$ cat src/rtl/io_timebase_pkg.sv
// Shared constants and width helpers for the I/O timebase and clear sequencer.
package io_timebase_pkg;

    localparam logic [1:0]  OC_XTAL1        = 2'b11;
    localparam logic [1:0]  OC_XTAL2        = 2'b10;

    localparam int unsigned DEF_POC_CYCLES  = 568;
    localparam int unsigned DEF_CLR_STRETCH = 4;
    localparam int unsigned DEF_DIV0_INIT   = 7;
    localparam int unsigned DEF_DIVN_INIT   = 15;

    localparam int unsigned POC_CNT_MIN_W   = 11;
    localparam int unsigned DIV_CH_W        = 3;

    // Bits needed to index n entries (0..n-1), never less than one.
    function automatic int unsigned ch_idx_w(input int unsigned n);
        int unsigned w;
        w = 1;
        while ((32'd1 << w) < n) begin
            w = w + 1;
        end
        return w;
    endfunction

    // Power-on counter width: holds the terminal count, at least 11 bits.
    function automatic int unsigned poc_cnt_w(input int unsigned cycles);
        int unsigned w;
        w = POC_CNT_MIN_W;
        while ((64'd1 << w) <= 64'(cycles)) begin
            w = w + 1;
        end
        return w;
    endfunction

endpackage

$ cat src/rtl/io_tb_divider.sv
// One programmable divider channel: counter, active/pending divisor and cascade bit.
module io_tb_divider
    import io_timebase_pkg::*;
#(
    parameter int unsigned DIV_W     = 8,
    parameter int unsigned DIV_INIT  = 7,
    parameter logic        CASC_INIT = 1'b0
) (
    input  logic             sysclk,
    input  logic             sys_rst,
    input  logic             clr,
    input  logic             src_tick,
    input  logic             wr_en,
    input  logic [DIV_W-1:0] wr_div,
    input  logic             wr_casc,
    output logic             casc,
    output logic             tick
);

    logic [DIV_W-1:0] cnt_r;
    logic [DIV_W-1:0] div_r;
    logic [DIV_W-1:0] pend_div_r;
    logic             casc_r;
    logic             pend_casc_r;
    logic             tick_r;

    logic [DIV_W-1:0] pend_div_s;
    logic             pend_casc_s;
    logic             wrap_s;

    // Pending value as seen this cycle, so a write landing on a wrap is taken at once.
    always_comb begin
        if (wr_en) begin
            pend_div_s  = wr_div;
            pend_casc_s = wr_casc;
        end else begin
            pend_div_s  = pend_div_r;
            pend_casc_s = pend_casc_r;
        end
        wrap_s = src_tick && (cnt_r == div_r);
    end

    // Counter, divisor hand-over and single-cycle wrap pulse.
    always_ff @(posedge sysclk) begin
        if (sys_rst) begin
            cnt_r       <= {DIV_W{1'b0}};
            div_r       <= DIV_W'(DIV_INIT);
            pend_div_r  <= DIV_W'(DIV_INIT);
            casc_r      <= CASC_INIT;
            pend_casc_r <= CASC_INIT;
            tick_r      <= 1'b0;
        end else begin
            pend_div_r  <= pend_div_s;
            pend_casc_r <= pend_casc_s;
            if (clr) begin
                cnt_r  <= {DIV_W{1'b0}};
                tick_r <= 1'b0;
                div_r  <= pend_div_s;
                casc_r <= pend_casc_s;
            end else if (wrap_s) begin
                cnt_r  <= {DIV_W{1'b0}};
                tick_r <= 1'b1;
                div_r  <= pend_div_s;
                casc_r <= pend_casc_s;
            end else if (src_tick) begin
                cnt_r  <= cnt_r + DIV_W'(1);
                tick_r <= 1'b0;
            end else begin
                tick_r <= 1'b0;
            end
        end
    end

    assign casc = casc_r;
    assign tick = tick_r;

endmodule

$ cat src/rtl/io_timebase.sv
// I/O timebase: power-on clear, oscillator-divider clear, stretched master clear,
// oscillator select and NCH runtime-programmable, optionally cascaded dividers.
module io_timebase
    import io_timebase_pkg::*;
#(
    parameter int unsigned POC_CYCLES  = DEF_POC_CYCLES,
    parameter int unsigned CLR_STRETCH = DEF_CLR_STRETCH,
    parameter int unsigned NCH         = 2,
    parameter int unsigned DIV_W       = 8,
    parameter int unsigned DIV0_INIT   = DEF_DIV0_INIT,
    parameter int unsigned DIVN_INIT   = DEF_DIVN_INIT
) (
    input  logic             sysclk,
    input  logic             sys_rst,
    input  logic             xtal1_tick,
    input  logic             xtal2_tick,
    input  logic [1:0]       oc_1_0,
    input  logic             osccl_n,
    input  logic             swmcl_n,
    input  logic             opclcs,
    input  logic             div_we,
    input  logic [2:0]       div_ch,
    input  logic [DIV_W-1:0] div_wdata,
    input  logic             div_wcasc,
    output logic             osc_tick,
    output logic             poc,
    output logic             closc,
    output logic             pwcl,
    output logic [NCH-1:0]   tick_out
);

    localparam int unsigned POC_W = poc_cnt_w(POC_CYCLES);
    localparam int unsigned STR_W = ch_idx_w(CLR_STRETCH + 1);

    logic [POC_W-1:0] poc_cnt_r;
    logic [POC_W-1:0] poc_cnt_nxt_s;
    logic             poc_r;
    logic             closc_r;
    logic             pwcl_r;
    logic             pwcl_src_s;
    logic [STR_W-1:0] str_cnt_r;
    logic             osc_tick_r;
    logic             osc_sel_s;

    logic [NCH-1:0]   tick_s;
    logic [NCH-1:0]   prev_tick_s;
    logic [NCH-1:0]   casc_s;
    logic [NCH-1:0]   src_s;
    logic [NCH-1:0]   wr_s;

    // Power-on counter saturates at the terminal count.
    always_comb begin
        if (poc_cnt_r != POC_W'(POC_CYCLES)) begin
            poc_cnt_nxt_s = poc_cnt_r + POC_W'(1);
        end else begin
            poc_cnt_nxt_s = poc_cnt_r;
        end
        pwcl_src_s = poc_r | ~swmcl_n | opclcs;
    end

    // Power-on clear sequence.
    always_ff @(posedge sysclk) begin
        if (sys_rst) begin
            poc_cnt_r <= {POC_W{1'b0}};
            poc_r     <= 1'b1;
        end else begin
            poc_cnt_r <= poc_cnt_nxt_s;
            poc_r     <= (poc_cnt_nxt_s != POC_W'(POC_CYCLES));
        end
    end

    // Divider clear and stretched master clear; each new source restarts the stretch.
    always_ff @(posedge sysclk) begin
        if (sys_rst) begin
            closc_r   <= 1'b1;
            pwcl_r    <= 1'b1;
            str_cnt_r <= STR_W'(CLR_STRETCH);
        end else begin
            closc_r <= poc_r | ~osccl_n;
            if (pwcl_src_s) begin
                pwcl_r    <= 1'b1;
                str_cnt_r <= STR_W'(CLR_STRETCH);
            end else if (str_cnt_r != {STR_W{1'b0}}) begin
                pwcl_r    <= 1'b1;
                str_cnt_r <= str_cnt_r - STR_W'(1);
            end else begin
                pwcl_r    <= 1'b0;
            end
        end
    end

    // Oscillator source select; stuck-level encodings give no ticks.
    always_comb begin
        case (oc_1_0)
            OC_XTAL1: osc_sel_s = xtal1_tick;
            OC_XTAL2: osc_sel_s = xtal2_tick;
            default:  osc_sel_s = 1'b0;
        endcase
    end

    // Registered oscillator tick.
    always_ff @(posedge sysclk) begin
        if (sys_rst) begin
            osc_tick_r <= 1'b0;
        end else begin
            osc_tick_r <= osc_sel_s;
        end
    end

    // Channel source mux: bit i of prev_tick_s is channel i-1's pulse.
    always_comb begin
        prev_tick_s = tick_s << 1;
        src_s       = {NCH{1'b0}};
        for (int i = 0; i < int'(NCH); i++) begin
            if ((i != 0) && casc_s[i]) begin
                src_s[i] = prev_tick_s[i];
            end else begin
                src_s[i] = osc_tick_r;
            end
        end
    end

    for (genvar i = 0; i < int'(NCH); i++) begin : g_ch
        assign wr_s[i] = div_we && (div_ch == DIV_CH_W'(i));

        io_tb_divider #(
            .DIV_W     (DIV_W),
            .DIV_INIT  ((i == 0) ? DIV0_INIT : DIVN_INIT),
            .CASC_INIT ((i == 0) ? 1'b0 : 1'b1)
        ) u_div (
            .sysclk   (sysclk),
            .sys_rst  (sys_rst),
            .clr      (closc_r),
            .src_tick (src_s[i]),
            .wr_en    (wr_s[i]),
            .wr_div   (div_wdata),
            .wr_casc  (div_wcasc),
            .casc     (casc_s[i]),
            .tick     (tick_s[i])
        );
    end

    assign osc_tick = osc_tick_r;
    assign poc      = poc_r;
    assign closc    = closc_r;
    assign pwcl     = pwcl_r;
    assign tick_out = tick_s;

endmodule

$ cat config.mk
export PLATFORM = sky130hd
export DESIGN_NAME = io_timebase
export DESIGN_NICKNAME = d
export VERILOG_FILES = /design/src/rtl/io_timebase_pkg.sv /design/src/rtl/io_tb_divider.sv /design/src/rtl/io_timebase.sv
export SDC_FILE = /design/constraint.sdc
export NUM_CORES = 1
export LEC_CHECK = 0
export CAP_MARGIN = 20
export CELL_PAD_IN_SITES_DETAIL_PLACEMENT = 0
export CELL_PAD_IN_SITES_GLOBAL_PLACEMENT = 1
export CORE_AREA = 2 2 128 68
export CTS_CLUSTER_SIZE = 14
export DETAILED_ROUTE_END_ITERATION = 10
export DIE_AREA = 0 0 130 70
export GPL_ROUTABILITY_DRIVEN = 0
export HOLD_SLACK_MARGIN = 0.06
export PLACE_DENSITY_LB_ADDON = 0.1
export SETUP_SLACK_MARGIN = 0.5
export SYNTH_ARGS = -nofsm -noshare
export SYNTH_HDL_FRONTEND = slang
export SYNTH_SLANG_ARGS = --single-unit
$ cat constraint.sdc
create_clock -name sysclk -period 2 [get_ports sysclk]
set_clock_uncertainty 0.15 [all_clocks]
set_input_delay 0.3 -clock sysclk [delete_from_list [all_inputs] [get_ports sysclk]]
set_output_delay 0.3 -clock sysclk [all_outputs]
set_load 0.005 [all_outputs]
==> results of run 1 <==
==> power groups by stage <==
stage                     sequential [mW]  clock, mW  combinational [mW]
final                                1.43       1.62               0.187
after CTS                            1.43       1.65               0.181
after detailed placement             1.47          0               0.155
after global routing                 1.43       1.72               0.204
after global placement               1.47          0               0.155
after floorplan                      1.46          0              0.0809
==> worst register-to-register path, delay by kind of cell (launching register included) <==
family | cells | cell delay, ps
simple gates | 1 | 570
compound gates | 2 | 510
flops | 1 | 340
xor+xnor | 1 | 170
==> area by class of cell <==
type | instances | area, um2 | area share
Clock inverter | 6 | 67.6 | 0.0149
Clock buffer | 10 | 239 | 0.0528
Sequential cell | 70 | 1470 | 0.325
Multi-Input combinational cell | 227 | 1840 | 0.407
Timing Repair Buffer | 78 | 699 | 0.155
Tap cell | 117 | 146 | 0.0323
Inverter | 15 | 61.3 | 0.0135
==> timing repair <==
item                       in CTS  in global routing
gates cloned                    1                  0
setup buffers                  21                  4
setup endpoints to repair      58                 45
pin swaps                      19                  8
resized for setup              80                 19
==> logic make-up after synthesis <==
group	share of synthesized area
mux	0.0334
xor+xnor	0.110
buf+inv	0.0432
fa+ha+maj	0.0247
compound gates	0.123
simple gates	0.205
flops	0.461
==> placed cells by master (no fill, tap or decap), drive strengths merged, types with 2 or more instances in the layout <==
cell type      Yosys  layout
dfxtp             70      70
buf                5      50
nor2              38      38
nand2             27      27
xor2              19      19
xnor2             19      19
nor3              18      18
clkdlybuf4s50      0      17
inv               15      17
a21oi             11      11
clkbuf            10      10
dlygate4sd2        0       9
mux2i              9       9
nand4              8       8
nand3              8       8
ha                 6       6
a21o               5       5
a2bb2oi            5       5
nor4               5       5
o31ai              5       5
a22o               5       5
o32a               4       4
o2bb2ai            3       3
or4                3       3
or2                3       3
o21ai              3       3
or3                2       2
nand4b             2       2
nand3b             2       2
and3               2       2
clkinvlp           0       2
==> through the flow <==
step | setup WS, ps | hold slack [ps] | total power, mW
final | 148 | 230 | 3.23
after global routing | 124 | 265 | 3.36
after CTS | 146 | 293 | 3.26
after detailed placement | -57.6 | 322 | 1.62
after global placement | -94.4 | 307 | 1.62
after floorplan | 229 | 212 | 1.54
==> sequential cells by signal (all words and copies together) (netlist names) <==
signal and count:
poc 1, g_ch.u_div.div_r 16, osc_tick 1, poc_cnt_r 11
pwcl 1, g_ch.u_div.pend_div_r 16, g_ch.u_div.pend_casc_r 1, str_cnt_r 3
closc 1, g_ch.u_div.cnt_r 16, g_ch.u_div.casc 1, g_ch.u_div.tick 2
==> routing by layer <==
metal  share of wire  global-route usage
met1            0.57               0.305
met2            0.35               0.213
met3           0.078              0.0613
met4          0.0072              0.0502
met5               0                   0
==> final timing paths <==
| check | startpoint | to | slack (ps) | depth (start not counted) |
|---|---|---|---|---|
| setup / recovery | g_ch[1].u_div.div_r[4]$_SDFFE_PP0P_ | g_ch[1].u_div.div_r[4]$_SDFFE_PP0P_ | 150 | 4 |
| hold / removal | sys_rst | poc_cnt_r[5]$_SDFF_PP0_ | 230 | 3 |
| setup reg to reg | g_ch[1].u_div.div_r[4]$_SDFFE_PP0P_ | g_ch[1].u_div.div_r[4]$_SDFFE_PP0P_ | 150 | 4 |
| hold reg to reg | poc$_SDFF_PP1_ | closc$_SDFF_PP1_ | 330 | 2 |
==> results.json, run 1 <==
{
  "status": "completed",
  "powerDensity_mw_per_mm2": 715,
  "numCtsBuffers": 9,
  "yosysTopAreaCell": "dfxtp_1",
  "die_area_mm2": 0.00910,
  "yosysSeqAreaShare": 0.461,
  "hpwl_um": 5370,
  "slowest_delay_ps": 570,
  "async_flop_share": 0,
  "fin_crit_ps": 1850,
  "crit_required_ps": 2070,
  "vias": 2534,
  "die_width_um": 130,
  "clock_latency_ps": 330,
  "critPathKind": "register to register",
  "crit_path_start_kind": "register",
  "critical_path_arrival_ps": 1920,
  "synthesis.nets": 355,
  "grt_start_max_net_pins": 14,
  "dpl_cell_area_mm2": 0.00369,
  "routedWlPerCell_um": 15.0,
  "fmax_mhz": 540,
  "synthFlopType": "dfxtp_1",
  "cpMaxStageDelayCell": "or4_4",
  "first_iter_violations": 123,
  "fin_cells": 523,
  "p_seq_frac": 0.442,
  "ys_types": 49,
  "synth_common_cells": "dfxtp_1 (70), nor2_1 (38), nand2_1 (27)",
  "crit_chain": "xor2_1 > or4_4 > o31a_4 > o32a_1",
  "leakage_nw": 1.77,
  "finalCritPeriodShare": 0.926,
  "syn_inst": 327,
  "synthesis.area_mm2": 0.00304,
  "p_int_mw": 2.51,
  "yosysTopAreaCellShare": 0.461,
  "viasPerCell": 4.85,
  "hold_violations": 0,
  "netlist_top_cells_area": "dfxtp_1 (46%), xnor2_1 (5.5%), xor2_1 (5.5%), nor2_1 (4.7%), nand2_1 (3.3%)",
  "grt.overflow.total": 0,
  "cts_max_level": 3,
  "worstPathMaxFanout": 4,
  "clockRootBuffer": "clkbuf_16",
  "synth-edff-count": 0,
  "tightestPinTransition_ps": 353,
  "drv_cap": 0,
  "nFillCells": 742,
  "clockBufferDepth": 2,
  "syn_to_final_growth_pct": 49.0,
  "grt_pass1_vias": 2364,
  "grt_pass1_wl_um": 12500,
  "maxSlewViolCount": 0,
  "sw_frac_of_total": 0.223,
  "tns_ps": 0,
  "initial_utilization": 0.371,
  "port_buffers": 27,
  "drive_gt1_frac": 0.392,
  "combPwrFrac": 0.058,
  "synth.most_common_cell": "dfxtp_1",
  "clkSinkCount": 70,
  "peakVddDrop_uv": 515,
  "postLayoutCellArea_mm2": 0.00453,
  "antenna_found_initial": 0,
  "design.core.area_mm2": 0.00820,
  "clock_power_share": 0.500,
  "drt-total-wl_um": 7830,
  "setup_viol": 0,
  "synth.avg_cell_area_um2": 9.29,
  "antenna-diode-count": 0,
  "dr.pass1.iters": 4,
  "fin_util": 0.552,
  "power.switching_mw": 0.720,
  "post-route-drc-count": 0,
  "end_kind": "register",
  "worst-path-buf-inv": 0,
  "rsz0062_at_grt": "true",
  "crit_family": "simple AND/OR/NAND/NOR gates",
  "track_usage": 0.184,
  "ys_ff_latch": 70,
  "hold_path.class": "input port to register",
  "slew_headroom": 0.763,
  "post-place-cells": 481,
  "die_h_um": 70,
  "clkTransAtPathRegs_ps": 60,
  "nNetsFinal": 429,
  "rows": 24,
  "cts_tree": "done",
  "io_pins": 28,
  "drt.antenna.violating_nets": 0,
  "hold_buffers": 0,
  "yosysWarningCount": 0
}
Note: power is estimated with default switching activity, not from simulation.
==> run 2, diff against run 1 <==
- SKIP_CTS_REPAIR_TIMING: not set -> 1
==> run 2 against run 1 <==
Via count fell by 3.2%. Worst hold slack improved by 30 ps. Maximum frequency fell by 0.92%. First-iteration DRC count rose by 8.1%. Sequential power barely moved. Utilization fell by 2.0 points. Clock-buffer cell count did not move. Die area did not move. Sequential cell count did not move. Critical path type unchanged. Largest cell class unchanged. Largest power group unchanged.
==> results.json, run 2 (same netlist as run 1, synthesis figures left out) <==
{
  "nNetsFinal": 412,
  "clockRootBuffer": "clkbuf_16",
  "grt.overflow.total": 0,
  "design.core.area_mm2": 0.00820,
  "tns_ps": 0,
  "pre_cts_ws_ps": -57.6,
  "crit_required_ps": 2070,
  "setup_ws_ps": 131,
  "final_common_cell": "dfxtp_1",
  "syn_to_final_growth_pct": 43.7,
  "routedWlPerCell_um": 14.7,
  "end_kind": "register",
  "leakage_nw": 1.77,
  "post-route-drc-count": 0,
  "fin_util": 0.533,
  "hpwl_um": 5370,
  "power_mw": 3.24,
  "layout_common_cells": "dfxtp_1 (43), nor2_1 (37), buf_4 (26)",
  "port_buffers": 27,
  "drive_gt1_frac": 0.326,
  "setup_viol": 0,
  "multi_input_area_mm2": 0.00178,
  "critPathKind": "register to register",
  "hold_violations": 0,
  "maxSlewViolCount": 0,
  "crit_path_start_kind": "register",
  "grt_pass1_vias": 2152,
  "rows": 24,
  "initial_utilization": 0.371,
  "cts_tree": "done",
  "fin_crit_ps": 1870,
  "drt-total-wl_um": 7440,
  "first_iter_violations": 133,
  "numCtsBuffers": 9,
  "seq_area_mm2": 0.00146,
  "grt_start_max_net_pins": 19,
  "dr.pass1.iters": 4,
  "antenna_found_initial": 0,
  "critical_path_arrival_ps": 1940,
  "antenna-diode-count": 0,
  "track_usage": 0.172,
  "drv_cap": 0,
  "io_pins": 28,
  "die_width_um": 130,
  "viasPerCell": 4.85,
  "status": "completed",
  "clock_latency_ps": 330,
  "fmax_mhz": 535,
  "cts_max_level": 3,
  "top_regs": "g_ch.u_div.cnt_r x16, g_ch.u_div.div_r x16, g_ch.u_div.pend_div_r x16",
  "tightestPinTransition_ps": 334,
  "finalCritPeriodShare": 0.935,
  "grt_pass1_wl_um": 11600,
  "slew_headroom": 0.775,
  "peakVddDrop_uv": 514,
  "die_h_um": 70,
  "clkTransAtPathRegs_ps": 60,
  "hold_path.class": "input port to register",
  "worstPathMaxFanout": 4,
  "nFillCells": 750,
  "drt.antenna.violating_nets": 0,
  "die_area_mm2": 0.00910,
  "clockBufferDepth": 2,
  "clkSinkCount": 70,
  "powerDensity_mw_per_mm2": 741,
  "vias": 2452,
  "rsz0062_at_grt": "true"
}
-- run 2: cell types whose count changed in the layout (fill, tap and decap cells not counted), sizes merged --
cell           delta
dlygate4sd2       -9
clkdlybuf4s15     -1
dlymetal6s2s     +10
clkdlybuf4s50     -1
buf              -16
-- run 2: cell type report --
cell class | instances | area share
Tap cell | 117 | 0.0335
Inverter | 15 | 0.0140
Multi-Input combinational cell | 227 | 0.408
Timing Repair Buffer | 61 | 0.140
Sequential cell | 70 | 0.334
Clock buffer | 10 | 0.0547
Clock inverter | 6 | 0.0155
-- run 2: critical path, cell delays in order (launching register included) --
cell and delay (ps):
dfxtp_2 340, xor2_1 170, or4_4 590, o31a_4 330, o32a_1 170
-- run 2: final timing paths --
| kind | to | cells after the start | slack [ps] | startpoint |
|---|---|---|---|---|
| max | g_ch[1].u_div.div_r[4]$_SDFFE_PP0P_ | 4 | 130 | g_ch[1].u_div.div_r[4]$_SDFFE_PP0P_ |
| min | poc_cnt_r[5]$_SDFF_PP0_ | 3 | 260 | sys_rst |
| max reg2reg | g_ch[1].u_div.div_r[4]$_SDFFE_PP0P_ | 4 | 130 | g_ch[1].u_div.div_r[4]$_SDFFE_PP0P_ |
| min reg2reg | closc$_SDFF_PP1_ | 2 | 320 | poc$_SDFF_PP1_ |
-- run 2: layer usage --
layer  vias up  wire length, um  part of all wire  GRT usage
met4         0               62            0.0083     0.0502
met1      1132             4360              0.59      0.296
met3         8              514             0.069     0.0613
met2        57             2500              0.34      0.180
li1       1255                -                 -          -
met5         -                0                 0          0
-- run 2: per-stage QoR --
| step | area [um2] | instances | hold WS [ps] |
|---|---|---|---|
| finish | 4370 | 506 | 260 |
| global route | 4370 | 506 | 289 |
| floorplan | 3160 | 327 | 212 |
| CTS | 3990 | 497 | 293 |
| detailed placement | 3690 | 481 | 322 |
| global placement | 3690 | 481 | 307 |
-- run 2: where the power goes --
group	switching (mW)	internal, mW	leakage, nW	total, mW
combinational	0.0803	0.103	1.05	0.183
clock	0.615	1.00	0.145	1.62
sequential	0.0248	1.41	0.579	1.43
